`src/rtl/two_digit_counter_top.sv`:
```
// -----------------------------------------------------------------------------
// two_digit_counter_top
//
// Two-digit decimal counter (00..99) with a programmable power-of-two
// prescaler and a two-position multiplexed seven-segment display driver.
//
// Ports:
//   top_port_clk         in   1  system clock, rising edge
//   top_port_rst         in   1  asynchronous active-low reset of all state
//   top_port_clk_rst     in   1  synchronous active-high prescaler clear
//   top_port_clk_factor  in   5  prescaler exponent, tick every 2^factor clocks
//   top_port_ssd         out  7  active-low segments, bit0 = a .. bit6 = g
//   top_port_an          out  8  active-low anodes, bit0 = ones, bit1 = tens
//
// Parameters:
//   SIZE          width of each BCD digit register (>= 4, upper bits stay 0)
//   REFRESH_BITS  width of the display refresh counter, MSB selects the digit
//
// Contents: tdc_prescaler, tdc_bcd_counter, tdc_seg_decode, tdc_scan and the
// top-level wrapper.
// -----------------------------------------------------------------------------

// -----------------------------------------------------------------------------
// tdc_prescaler
//   Free-running 32-bit counter. tick is high when the low `factor` bits of
//   the counter are all ones, giving one tick every 2^factor clocks.
//
//   clk, rst_n   clock and asynchronous active-low reset
//   clr          synchronous clear; loads 0 and suppresses tick
//   factor       exponent, 0 gives a tick every cycle
//   tick         count enable for the digit counter
// -----------------------------------------------------------------------------
module tdc_prescaler (
    input  logic       clk,
    input  logic       rst_n,
    input  logic       clr,
    input  logic [4:0] factor,
    output logic       tick
);

    logic [31:0] pre;
    logic [31:0] mask;

    always_ff @(posedge clk or negedge rst_n) begin
        if (!rst_n) begin
            pre <= 32'd0;
        end else if (clr) begin
            pre <= 32'd0;
        end else begin
            pre <= pre + 32'd1;
        end
    end

    // factor = 0 yields an empty mask, so the compare is trivially true and
    // the tick fires every cycle. A factor change is seen on the very next
    // edge because the compare uses the current pre value.
    always_comb begin
        mask = (32'd1 << factor) - 32'd1;
        tick = !clr && ((pre & mask) == mask);
    end

endmodule

// -----------------------------------------------------------------------------
// tdc_bcd_counter
//   Two cascaded BCD digits, advanced by tick, wrapping 99 -> 00.
//
//   clk, rst_n   clock and asynchronous active-low reset
//   tick         advance enable
//   ones, tens   current digit values (bits above [3:0] always 0)
// -----------------------------------------------------------------------------
module tdc_bcd_counter #(
    parameter int SIZE = 4
) (
    input  logic            clk,
    input  logic            rst_n,
    input  logic            tick,
    output logic [SIZE-1:0] ones,
    output logic [SIZE-1:0] tens
);

    localparam logic [SIZE-1:0] DIGIT_ZERO = '0;
    localparam logic [SIZE-1:0] DIGIT_ONE  = SIZE'(1);
    localparam logic [SIZE-1:0] DIGIT_NINE = SIZE'(9);

    always_ff @(posedge clk or negedge rst_n) begin
        if (!rst_n) begin
            ones <= DIGIT_ZERO;
            tens <= DIGIT_ZERO;
        end else if (tick) begin
            if (ones == DIGIT_NINE) begin
                ones <= DIGIT_ZERO;
                if (tens == DIGIT_NINE) begin
                    tens <= DIGIT_ZERO;
                end else begin
                    tens <= tens + DIGIT_ONE;
                end
            end else begin
                ones <= ones + DIGIT_ONE;
            end
        end
    end

endmodule

// -----------------------------------------------------------------------------
// tdc_seg_decode
//   BCD digit to active-low seven-segment pattern (bit6 = g .. bit0 = a).
//   Any value above 9 blanks the display.
//
//   digit   value to show
//   seg     active-low segment pattern
// -----------------------------------------------------------------------------
module tdc_seg_decode #(
    parameter int SIZE = 4
) (
    input  logic [SIZE-1:0] digit,
    output logic [6:0]      seg
);

    always_comb begin
        seg = 7'b1111111;
        if (digit <= SIZE'(9)) begin
            case (digit[3:0])
                4'd0:    seg = 7'b1000000;
                4'd1:    seg = 7'b1111001;
                4'd2:    seg = 7'b0100100;
                4'd3:    seg = 7'b0110000;
                4'd4:    seg = 7'b0011001;
                4'd5:    seg = 7'b0010010;
                4'd6:    seg = 7'b0000010;
                4'd7:    seg = 7'b1111000;
                4'd8:    seg = 7'b0000000;
                4'd9:    seg = 7'b0010000;
                default: seg = 7'b1111111;
            endcase
        end
    end

endmodule

// -----------------------------------------------------------------------------
// tdc_scan
//   Free-running refresh counter; its MSB alternates between the ones and
//   tens positions. Anode and segment outputs are pure decodes of registered
//   state so they follow reset immediately.
//
//   clk, rst_n   clock and asynchronous active-low reset
//   ones, tens   digits to display
//   ssd          active-low segments of the selected digit
//   an           active-low anodes, only bit0 or bit1 ever low
// -----------------------------------------------------------------------------
module tdc_scan #(
    parameter int SIZE         = 4,
    parameter int REFRESH_BITS = 17
) (
    input  logic            clk,
    input  logic            rst_n,
    input  logic [SIZE-1:0] ones,
    input  logic [SIZE-1:0] tens,
    output logic [6:0]      ssd,
    output logic [7:0]      an
);

    logic [REFRESH_BITS-1:0] refresh;
    logic                    sel;
    logic [SIZE-1:0]         shown;

    always_ff @(posedge clk or negedge rst_n) begin
        if (!rst_n) begin
            refresh <= '0;
        end else begin
            refresh <= refresh + REFRESH_BITS'(1);
        end
    end

    assign sel = refresh[REFRESH_BITS-1];

    always_comb begin
        if (sel) begin
            shown = tens;
            an    = 8'b1111_1101;
        end else begin
            shown = ones;
            an    = 8'b1111_1110;
        end
    end

    tdc_seg_decode #(
        .SIZE (SIZE)
    ) u_decode (
        .digit (shown),
        .seg   (ssd)
    );

endmodule

// -----------------------------------------------------------------------------
// two_digit_counter_top
//   Board-level wrapper: prescaler -> BCD counter -> display scan.
// -----------------------------------------------------------------------------
module two_digit_counter_top #(
    parameter int SIZE         = 4,
    parameter int REFRESH_BITS = 17
) (
    input  logic       top_port_clk,
    input  logic       top_port_rst,
    input  logic       top_port_clk_rst,
    input  logic [4:0] top_port_clk_factor,
    output logic [6:0] top_port_ssd,
    output logic [7:0] top_port_an
);

    logic            tick;
    logic [SIZE-1:0] ones;
    logic [SIZE-1:0] tens;

    tdc_prescaler u_prescaler (
        .clk    (top_port_clk),
        .rst_n  (top_port_rst),
        .clr    (top_port_clk_rst),
        .factor (top_port_clk_factor),
        .tick   (tick)
    );

    tdc_bcd_counter #(
        .SIZE (SIZE)
    ) u_counter (
        .clk   (top_port_clk),
        .rst_n (top_port_rst),
        .tick  (tick),
        .ones  (ones),
        .tens  (tens)
    );

    tdc_scan #(
        .SIZE         (SIZE),
        .REFRESH_BITS (REFRESH_BITS)
    ) u_scan (
        .clk   (top_port_clk),
        .rst_n (top_port_rst),
        .ones  (ones),
        .tens  (tens),
        .ssd   (top_port_ssd),
        .an    (top_port_an)
    );

endmodule

```
`config.mk`:
```
export PLATFORM = sky130hd
export DESIGN_NAME = two_digit_counter_top
export DESIGN_NICKNAME = d
export VERILOG_FILES = /design/src/rtl/two_digit_counter_top.sv
export SDC_FILE = /design/constraint.sdc
export NUM_CORES = 1
export LEC_CHECK = 0
export ABC_AREA = 1
export ABC_CLOCK_PERIOD_IN_PS = 4000
export CORE_AREA = 10 10 123 125
export CTS_CLUSTER_SIZE = 12
export DETAILED_ROUTE_END_ITERATION = 8
export DIE_AREA = 0 0 133 135
export PLACE_DENSITY = 0.51
export SETUP_SLACK_MARGIN = 0.4
export SYNTH_ARGS = -nofsm -noshare
export SYNTH_HDL_FRONTEND = slang
export SYNTH_SLANG_ARGS = --single-unit
```
`constraint.sdc`:
```
create_clock -name top_port_clk -period 4 [get_ports top_port_clk]
set_input_delay 0.6 -clock top_port_clk [delete_from_list [all_inputs] [get_ports top_port_clk]]
set_output_delay 0.6 -clock top_port_clk [all_outputs]
set_load 0.01 [all_outputs]
```
# After elaboration in Yosys (flattened, before gate mapping)

Memories as Yosys holds them, arrays and structs flattened.
Cells that the tools add are included.

Magnitude comparators: 1
Equal/unequal tests: 3
Bitwise logic cells: 1
Reductions and logical operators: 3
Mux-type cells: 6
Shift-type cells: 1
Add/subtract/negate cells: 5

Operator list:

| operator                                                              | number |
|---|---|
| 32-bit by 1-bit adder with 32-bit output (second input constant)      | 1 |
| 32-bit AND                                                            | 1 |
| 32-bit equality test                                                  | 1 |
| 32-bit two-way mux                                                    | 1 |
| 1-bit by 5-bit << shifter with 32-bit output (first input constant)   | 1 |
| 32-bit by 1-bit subtractor with 32-bit output (second input constant) | 1 |
| 17-bit by 1-bit adder with 17-bit output (second input constant)      | 1 |
| 4-bit two-way mux                                                     | 3 |
| 4-bit by 1-bit adder with 4-bit output (second input constant)        | 2 |
| 4-bit equality test (second input constant)                           | 2 |
| 7-bit two-way mux                                                     | 1 |
| 4-bit less-or-equal comparator (second input constant)                | 1 |
| 2-bit two-way mux                                                     | 1 |
| 2-bit AND reduction                                                   | 1 |
| 1-bit logical AND                                                     | 1 |
| 1-bit zero test                                                       | 1 |

Logic and storage cells: 25
ROM bits: 112
Input bits: 8
Output and inout bits: 15
Memories kept: 1
Bits in registers: 57

Memories:

| memory           | words | width | rd ports | clocked after memory_dff | wr ports | RTL line | source |
|---|---|---|---|---|---|---|---|
| (name not given) | 16    | 7     | 1        | 0                        | 0        | 124      | `case (digit[3:0])` |

# Depth between registers and ports, before layout

Gate-level depths: netlist of run 1.

Word-level depth: 6
Mapped depth: 19
Gate-level depth less buffers: 18

# Hierarchy

Synthesis of run 1 repeated with hierarchy kept, for this count alone.

Cells, all modules: 651
Area, all modules: 4302.9 sq um

By module, submodules not included:

| module          | seq. area each (sq um) | area an instance (sq um) | times used | cells an instance |
|---|---|---|---|---|
| tdc_prescaler   | 775.7                  | 2745.1                   | 1          | 436 |
| tdc_scan        | 425.4                  | 925.9                    | 1          | 120 |
| tdc_bcd_counter | 200.2                  | 429.2                    | 1          | 56 |
| tdc_seg_decode  | 0.0                    | 202.7                    | 1          | 39 |

# Worst setup path after synthesis of run 1

Ideal clock, no wire load.

Path type: input -> register
Start point: in top_port_clk_factor[4]
End point: reg u_counter.tens[0]
Setup time: 117 ps
Stages: 18
Slack: 1497 ps
Path buffers: 1
Required time: 3883 ps
Data arrival time: 2386 ps
Cells stage by stage: buf_6 nor2_4 nand3_1 ha_1 or2_2 nand2_1 nor2_1 nand3_1 nor2_1 nand3_1 nor2_1 nand3_1 nor2_1 nand3_2 nor2_4 nand2_1 nand2_1 nand2_1

Word-level cells in the longest chain between the ends: 6

RTL lines:

| element                                         | RTL line | source |
|---|---|---|
| start, declared                                 | 209      | `input logic [4:0] top_port_clk_factor,` |
| 1-bit by 5-bit << shifter with 32-bit output *  | 58       | `mask = (32'd1 << factor) - 32'd1;` |
| 32-bit by 1-bit subtractor with 32-bit output * | 58       |  |
| 32-bit AND                                      | 59       | `tick = !clr && ((pre & mask) == mask);` |
| 32-bit equality test *                          | 59       |  |
| 1-bit logical AND *                             | 59       |  |
| 2-bit AND reduction (no source line) *          | --       |  |
| end signal, assigned                            | 96       | `tens <= tens + DIGIT_ONE;` |
| end, declared                                   | 79       | `output logic [SIZE-1:0] tens` |

Mark *: on every way between the ends. The rest lies on a longest branch, timed or not.
A chain may end at the register's enable or synchronous reset.

# Worst setup path in the final report of run 1

Start point: reg u_scan.refresh[16]
End point: out top_port_ssd[0]

Word-level cells in the longest chain between the ends: 3
Elaborated cells between the ends (all ways): 4
Classes of those cells: order compare (1); mux (2); memory (1)

RTL lines:

| element                                                                    | RTL line | source |
|---|---|---|
| start, declared                                                            | 165      | `logic [REFRESH_BITS-1:0] refresh;` |
| start signal, assigned                                                     | 173      | `refresh <= refresh + REFRESH_BITS'(1);` |
| 4-bit two-way mux *                                                        | 180      | `if (sel) begin` |
| memory 16 x 7 bit / 4-bit less-or-equal comparator (equally long branches) | --       |  |
| 7-bit two-way mux *                                                        | 123      | `if (digit <= SIZE'(9)) begin` |
| end, declared                                                              | 210      | `output logic [6:0] top_port_ssd,` |

Marked as above.

==> results of run 1 <==
where the power goes:
| group | internal, W | switching, W | leakage, nW |
|---|---|---|---|
| sequential | 0.000568 | 0.00000257 | 0.755 |
| combinational | 0.0000532 | 0.000119 | 1.43 |
| clock | 0.000299 | 0.000209 | 0.0815 |
critical path, stage by stage, from the launching register on:
cell and delay [ns]:
dfrtp_1 0.47, o21ai_0 0.37, ha_1 0.28, o21ai_0 0.09
o21ai_0 0.45, o21ai_0 0.16, clkdlybuf4s50_1 0.51
flip-flops by register name, indices dropped and copies added, names as in the netlist:
register,flops
u_prescaler.pre,31
u_scan.refresh,17
u_counter.ones,4
u_counter.tens,4
cell usage in the layout (no fill, tap or decap), types with 8 or more instances in the layout:
cell             synthesis  routed
nor3_1                  20      20
nand3_1                 55      55
nand3_2                 12      12
a21oi_1                 28      28
clkdlybuf4s50_1          0      14
dfrtp_1                 56      56
inv_1                   75      75
nor2_2                   8       8
nand2_1                140     140
nand4_1                 18      18
o21ai_0                 31      30
xor2_1                  10      10
nor2_1                  88      88
cells by family after synthesis:
group / count (synthesis) / synth area share [%]
AO/OA/AOI/OAI: 71 / 8.88
XOR/XNOR: 17 / 3.50
buffers and inverters: 101 / 11.3
AND/OR/NAND/NOR: 366 / 41.2
adder cells (fa/ha/maj): 7 / 2.06
other: 1 / 0.0881
flip-flops: 56 / 32.9
final cells by class:
class                           count  area, um2  area share [%]
Tap cell                          172        215            4.57
Inverter                           83        329            6.98
Sequential cell                    56       1400            29.7
Clock inverter                      2       38.8           0.823
Clock buffer                        6        129            2.73
Timing Repair Buffer               23        210            4.46
Multi-Input combinational cell    467       2390            50.7
stage by stage:
step                hold slack, ns  instance area, um2
global placement             0.450                4540
detailed placement           0.460                4540
CTS                          0.314                4710
global route                 0.338                4710
floorplan                    0.304                4270
finish                       0.287                4710
metal layers:
layer  global-route usage, %  part of all wire (%)  vias up
met5                       0                     0        -
met4                    4.65                   2.1        0
met3                    2.04                   4.9       18
met2                    18.6                    43       95
met1                    16.1                    50     1818
li1                        -                     -     2025
path summary, 6_finish.rpt:
kind	startpoint	endpoint	slack [ns]	cells after the start
max	u_scan.refresh[16]	top_port_ssd[0]	0.77	6
min	top_port_rst	u_prescaler.pre[9]	0.29	1
max reg2reg	u_prescaler.pre[0]	u_prescaler.pre[20]	1.61	13
min reg2reg	u_prescaler.pre[20]	u_prescaler.pre[20]	0.47	1
max in group asynchronous	top_port_rst	u_scan.refresh[12]	2.89	2
min in group top_port_clk	u_prescaler.pre[20]	u_prescaler.pre[20]	0.47	1
==> reports/results.tsv, run 1 <==
metric	value	unit
Ys Warns	0	
Nets	651	
Hold Buf Count CTS	0	
Req. time, crit path	3.40	ns
GRT Overall Usage	11.9	%
Root Driver	clkbuf_16	
Post-Route WL	10300	um
Worst-Skew Late Latency	0.30	ns
Setup Fix Bufs, Post-CTS	0	
clk sinks	56	
PnR worst setup slack	0.772	ns
Via-to-Cell Ratio	4.89	
DRC violations left	0	
Primary FF master, synth	dfrtp_1	
max-slew violation count	0	
Initial Utilization	33.9	%
largest net degree at the start of global routing	33	
Max Clk Rate	310	MHz
top cell type by total area after synthesis	dfrtp_1	
Ports	23	
Arrival @ worst endpoint	2.63	ns
Layout Utilization	37.5	%
register bit total from synthesis	56	
Post-synth top cells	nand2_1 (140), nor2_1 (88), inv_1 (75)	
first-pass GRT wire length	18000	um
Bufs on Longest Clock Path	2	
Initial DRT Pass Iterations	5	
GR Overflow Total	0	
initial antenna violation count	0	
syn avg cell area	6.87	um2
peak supply drop	0.173	mV
minimum clock period	3.23	ns
Die Wd	133	um
# fillers	1365	
initial DRC count	352	
Final period util	80.7	%
Core Area	12600	um2
htree depth	2	
post_cts resized	0	
RSZ-0062 raised after global routing	no	
sequential-to-total area share from yosys stat	32.9	%
clock-pin slew on the worst setup and hold paths	0.08	ns
DR vias	3956	
gpl congestion	0.955	
dpl ws	0.321	ns
ys async rst share	100	%
PD cells	265	nW/um2
slew of the pin with the lowest slew margin	0.634	ns
most frequent cell after synthesis	nand2_1	
die area	18000	um2
Syn Inst Count	619	
maxcap violations	0	
height of the chip	135	um
Final Hold Vio Count	0	
Worst setup EP type	output pin	
power consumption	0.00125	W
P&R area growth vs syn	10.8	%
leakage power	2.27	nW
vias in the first global route	3792	
crit-path max FO	9	
post-DP HPWL	8220	um
ranking of synthesized cells by area	dfrtp_1 (33%), nand2_1 (12%), nor2_1 (7.8%), inv_1 (6.6%), nand3_1 (6.5%)	
placed instance count	801	
crit start category	register	
# diodes	0	
average wire per standard cell	12.7	um
class of the worst hold path	input pin to async pin	
setup_tns	0	ns
Final Skew	0.0100	ns
share of cells above drive strength 1	9.42	%
EDFF count, synth	0	
CTS tree	built	
Rows	41	
Synth Cell Area	4260	um2
Finished Layout Cells	809	
area share of the largest cell type after synthesis	32.9	%
ANT nets after route	0	
IO buf count	16	
Netlist cell types	42	
status	finished, final reports clean	
Num CTS Buffers	5	
# setup viols final	0	
critical path class	register to output pin	
max_slew headroom	57.3	%
No activity file was read; power rests on OpenSTA's default activity.
==> run 2, diff against run 1 <==
--- a/config.mk
+++ b/config.mk
@@ -6,7 +6,7 @@
 export NUM_CORES = 1
 export LEC_CHECK = 0
 export ABC_AREA = 1
-export ABC_CLOCK_PERIOD_IN_PS = 4000
+export ABC_CLOCK_PERIOD_IN_PS = 3000
 export CORE_AREA = 10 10 123 125
 export CTS_CLUSTER_SIZE = 12
 export DETAILED_ROUTE_END_ITERATION = 8
==> constraint.sdc (replaced) <==
create_clock -name top_port_clk -period 3 [get_ports top_port_clk]
set_input_delay 0.45 -clock top_port_clk [delete_from_list [all_inputs] [get_ports top_port_clk]]
set_output_delay 0.45 -clock top_port_clk [all_outputs]
set_load 0.01 [all_outputs]
==> run 2 against run 1 <==
Die area unchanged. Cell area up 6.1%. Register-to-register slack worse by 0.83 ns. Routed wire length up 1.5%. Worst hold slack better by 0.0099 ns. Non-clock buffer count up 29. Clock power up 16%. Clock skew down 0.0019 ns. Clock-buffer cell count unchanged. Sequential share of layout area down 1.7 points. Power up 28%. Sequential power up 33%. Critical path type unchanged. Largest cell class unchanged.
==> reports/results.tsv, run 2 (synthesis gave the netlist of run 1 again) <==
metric	value	unit
PnR worst setup slack	0.521	ns
Design Area, Final	5000	um2
Num CTS Buffers	5	
P&R area growth vs syn	17.5	%
initial DRC count	345	
Worst setup EP type	output pin	
first-pass GRT wire length	17900	um
Biggest register	u_prescaler.pre	
Max Used Layer	met4	
die area	18000	um2
slew of the pin with the lowest slew margin	0.728	ns
# setup viols final	0	
max_slew headroom	51.5	%
minimum clock period	2.48	ns
share of cells above drive strength 1	16.4	%
Post-DP Area	4730	um2
setup_tns	0	ns
largest net degree at the start of global routing	57	
dpl ws	-0.120	ns
leading cell types in the layout, fill and taps excluded	nand2_1 (138), nor2_1 (84), inv_1 (75), dfrtp_1 (55), nand3_1 (50)	
average wire per standard cell	12.5	um
Arrival @ worst endpoint	2.03	ns
max reg flops	31	
Bufs on Longest Clock Path	2	
post-DP HPWL	8110	um
initial antenna violation count	0	
CTS tree	built	
critical path, cell by cell	o21ai_0 > buf_4 > inv_1 > ha_1 > or2_2 > o211ai_1 > nand2_1 > dlygate4sd2_1	
Hold Buf Count CTS	0	
clock-pin slew on the worst setup and hold paths	0.07	ns
class of the worst hold path	input pin to async pin	
crit start category	register	
Initial DRT Pass Iterations	5	
leakage power	2.46	nW
Die Wd	133	um
met3 wire length	559	um
Top Registers	u_prescaler.pre (31), u_scan.refresh (17)	
RSZ-0062 raised after global routing	no	
Final Skew	0.00813	ns
vias in the first global route	3819	
Post-Route WL	10500	um
IO buf count	16	
Root Driver	clkbuf_16	
Req. time, crit path	2.55	ns
maxcap violations	0	
Initial Utilization	33.9	%
Final period util	82.6	%
PD cells	320	nW/um2
Ports	23	
DR vias	4024	
Via-to-Cell Ratio	4.80	
Worst-Skew Late Latency	0.30	ns
Nets	680	
Final Hold Vio Count	0	
critical path class	register to output pin	
status	finished, final reports clean	
htree depth	2	
peak supply drop	0.257	mV
GRT Overall Usage	11.8	%
height of the chip	135	um
Max Clk Rate	403	MHz
# diodes	0	
commonest non-fill, non-tap cell in the layout	nand2_1	
Rows	41	
DRC violations left	0	
GR Overflow Total	0	
slowest CP cell	dfrtp_2	
max-slew violation count	0	
M1 wire length	5150	um
ANT nets after route	0	
DR WL met2	4590	um
Core Area	12600	um2
crit-path max FO	7	
CP max stage delay	0.45	ns
clk sinks	56	
gpl congestion	0.924	
## run 2: cell types whose count changed in the layout (fill, tap and decap cells not counted), sizes merged
cell | previous run | this run
buf | 8 | 37
bufinv | 1 | 0
dlygate4sd2 | 0 | 4
clkdlybuf4s50 | 14 | 3
clkbuf | 6 | 9
clkinv | 0 | 1
clkinvlp | 0 | 1
inv | 84 | 83
dlymetal6s2s | 1 | 3
clkdlybuf4s15 | 0 | 2
## run 2: worst max-delay path: cells and delay by family (launching register included)
kind	cells	cell delay, ns
fa+ha+maj	1	0.16
flops	1	0.45
buf+inv	3	0.48
simple gates	2	0.36
compound gates	2	0.27
## run 2: power by group
part	switching, W	total [W]	internal, W
logic	0.000165	0.000253	0.0000879
clock network	0.000274	0.000586	0.000312
registers	0.00000340	0.000761	0.000757
## run 2: metal layers
layer	GRT usage, %	vias to the layer above
met5	0	-
met4	4.10	0
met3	2.00	13
met2	18.1	92
met1	16.2	1837
li1	-	2082
## run 2: worst paths after layout
| kind | slack, ns | cells past startpoint | end | from |
|---|---|---|---|---|
| max in group asynchronous | 2.18 | 2 | u_scan.refresh[16] | top_port_rst |
| min in group top_port_clk | 0.47 | 1 | u_prescaler.pre[20] | u_prescaler.pre[20] |
| min reg2reg | 0.47 | 1 | u_prescaler.pre[20] | u_prescaler.pre[20] |
| max | 0.52 | 8 | top_port_ssd[6] | u_scan.refresh[16] |
| max reg2reg | 0.78 | 13 | u_prescaler.pre[20] | u_prescaler.pre[0] |
| min | 0.30 | 2 | u_prescaler.pre[8] | top_port_rst |
## run 2: through the flow
stage	hold slack, ns	util [%]	power (W)	instances
floorplan	0.154	-	0.000948	624
global placement	0.454	37.6	0.00102	822
detailed placement	0.457	37.6	0.00102	822
CTS	0.339	39.4	0.00161	836
global route	0.366	39.8	0.00168	838
finish	0.297	39.8	0.00160	838
## run 2: area by class of cell
class | count | area [um2]
multi-input combinational | 467 | 2460
clock inverter | 2 | 16.3
fill | 1319 | 7570
clock buffer | 6 | 129
inverter | 83 | 329
tap | 172 | 215
sequential | 56 | 1400
timing repair buffer | 52 | 449
## run 2: repair_timing
action                                  CTS  global route
pin swaps                                 6            11
endpoints found under the setup margin   15            12
setup buffers                             6             2
gates resized for setup                  28            19
==> run 3, diff against run 2 <==
--- a/config.mk
+++ b/config.mk
@@ -6,12 +6,12 @@
 export NUM_CORES = 1
 export LEC_CHECK = 0
 export ABC_AREA = 1
-export ABC_CLOCK_PERIOD_IN_PS = 3000
+export ABC_CLOCK_PERIOD_IN_PS = 2200
 export CORE_AREA = 10 10 123 125
 export CTS_CLUSTER_SIZE = 12
 export DETAILED_ROUTE_END_ITERATION = 8
 export DIE_AREA = 0 0 133 135
-export PLACE_DENSITY = 0.51
+export PLACE_DENSITY = 0.53
 export SETUP_SLACK_MARGIN = 0.4
 export SYNTH_ARGS = -nofsm -noshare
 export SYNTH_HDL_FRONTEND = slang
==> constraint.sdc (replaced) <==
create_clock -name top_port_clk -period 2.2 [get_ports top_port_clk]
set_input_delay 0.33 -clock top_port_clk [delete_from_list [all_inputs] [get_ports top_port_clk]]
set_output_delay 0.33 -clock top_port_clk [all_outputs]
set_load 0.01 [all_outputs]
==> run 3 against run 2 <==
The flow now finishes with violations (negative setup slack). Critical endpoint is now u_counter.tens[2]. Via count increased by 8.5%. Utilization grew 8.7 points. Clock power increased by 38%. Critical path type is now input pin to register. Clock skew down 0.0027 ns. Highest routed layer unchanged. Final cell count rose by 9.1%. Register-to-register slack worse by 0.66 ns. First-iteration DRC count down 2.9%. Global-route usage rose by 1.4 points. Sequential power grew 37%. Combinational power up 59%. Power grew 41%. Largest power group unchanged. Worst hold slack lost 0.13 ns.
==> reports/results.tsv, run 3 (synthesis gave the netlist of run 1 again) <==
metric	value	unit
initial antenna violation count	0	
DRC violations left	0	
post-DP HPWL	8730	um
Rows	41	
clk sinks	56	
GR Overflow Total	0	
Req. time, crit path	2.44	ns
initial DRC count	335	
Root Driver	clkbuf_16	
Die Wd	133	um
# diodes	0	
largest net degree at the start of global routing	57	
Arrival @ worst endpoint	2.44	ns
leading cell types in the layout, fill and taps excluded	nand2_1 (122), buf_4 (87), nor2_1 (74), inv_1 (65), dfrtp_1 (54)	
Biggest register	u_prescaler.pre	
Worst setup EP type	register	
status	finished, violations left	
gpl congestion	0.880	
ANT nets after route	0	
average wire per standard cell	13.4	um
minimum clock period	2.20	ns
CTS tree	built	
IO buf count	16	
first-pass GRT wire length	20200	um
Top Registers	u_prescaler.pre (31), u_scan.refresh (17)	
Max Clk Rate	454	MHz
htree depth	2	
Final Hold Vio Count	0	
Bufs on Longest Clock Path	2	
Initial Utilization	33.9	%
maxcap violations	0	
PnR worst setup slack	-0.00448	ns
P&R area growth vs syn	43.1	%
Layout Utilization	48.4	%
GRT Overall Usage	13.2	%
commonest non-fill, non-tap cell in the layout	nand2_1	
critical path class	input pin to register	
RSZ-0062 raised after global routing	yes	
Hold Buf Count CTS	0	
leakage power	2.94	nW
max reg flops	31	
slew of the pin with the lowest slew margin	0.993	ns
register area	1400	um2
die area	18000	um2
power consumption	0.00225	W
Core Area	12600	um2
multi-input logic area	2920	um2
vias in the first global route	4203	
crit start category	input pin	
Num CTS Buffers	5	
# setup viols final	1	
# fillers	1270	
clock-pin slew on the worst setup and hold paths	0.07	ns
peak supply drop	0.355	mV
Final Skew	0.00542	ns
max_slew headroom	33.3	%
PD cells	370	nW/um2
Final period util	100	%
Post-Route WL	12200	um
crit-path max FO	7	
Initial DRT Pass Iterations	5	
Via-to-Cell Ratio	4.78	
Worst-Skew Late Latency	0.30	ns
height of the chip	135	um
failing checks	negative setup slack	
Ports	23	
DR vias	4368	
max-slew violation count	0	
class of the worst hold path	input pin to async pin	
Nets	756	
share of cells above drive strength 1	36.7	%
## run 3: cell count changes in the layout (fill, tap and decap cells not counted), sizes merged
cell,previous run,this run
dlymetal6s2s,3,0
dlygate4sd2,4,2
clkdlybuf4s50,3,1
inv,83,84
buf,37,125
clkbuf,9,5
clkdlybuf4s15,2,0
## run 3: path summary, 6_finish.rpt
kind                                        start                  end  slack (ns)  cells past startpoint
setup reg to reg               u_prescaler.pre[0]  u_prescaler.pre[24]        0.12                     10
hold reg to reg               u_prescaler.pre[21]  u_prescaler.pre[21]        0.47                      1
hold / removal                       top_port_rst   u_prescaler.pre[7]        0.17                      2
max in group asynchronous            top_port_rst   u_scan.refresh[16]        1.50                      2
min in group top_port_clk     u_prescaler.pre[21]  u_prescaler.pre[21]        0.47                      1
setup / recovery           top_port_clk_factor[1]    u_counter.tens[2]      -0.004                     20
## run 3: where the power goes
| group | switching (W) | internal (W) |
|---|---|---|
| registers | 0.00000629 | 0.00103 |
| logic | 0.000243 | 0.000159 |
| clock network | 0.000384 | 0.000425 |
## run 3: metal layers
metal  part of all wire [%]  track usage, %
met2                     49            22.2
met1                     46            17.4
met3                    3.7            1.63
met5                      0               0
met4                    1.0            3.30
## run 3: timing repair
action                                  in CTS  in global routing
endpoints found under the setup margin      35                 37
pin swaps                                   43                 40
gates resized for setup                    132                 87
buffers inserted                            19                 11
## run 3: critical path, stage by stage
cell	delay, ns
buf_6	0.09
buf_6	0.12
buf_4	0.16
nand3_4	0.12
buf_4	0.12
inv_2	0.03
nand2_2	0.05
nand2_1	0.06
nor2_2	0.14
nand2_1	0.09
nor2_2	0.13
nand3_1	0.09
nand3_1	0.09
nand2_1	0.07
nor2_1	0.08
nand2_1	0.09
nor2_4	0.23
buf_6	0.15
nand3_2	0.07
nand2_1	0.11
## run 3: cell type report
cell class,count,area share [%]
multi-input combinational,467,47.9
sequential,56,23.1
timing repair buffer,128,17.6
inverter,83,5.49
tap,172,3.53
clock buffer,5,2.06
clock inverter,3,0.349
## run 3: through the flow
step | setup slack [ns] | area [um2] | setup TNS [ns] | cells | hold WS, ns
2_1_floorplan | 0.00315 | 4300 | 0 | 624 | 0.0344
3_3_place_gp | -0.783 | 5130 | -6.66 | 876 | 0.450
3_5_place_dp | -0.860 | 5130 | -7.35 | 876 | 0.454
4_1_cts | -0.0214 | 5700 | -0.0260 | 903 | 0.212
5_1_grt | -0.236 | 6090 | -1.84 | 914 | 0.248
6_report | -0.00448 | 6090 | -0.00448 | 914 | 0.172
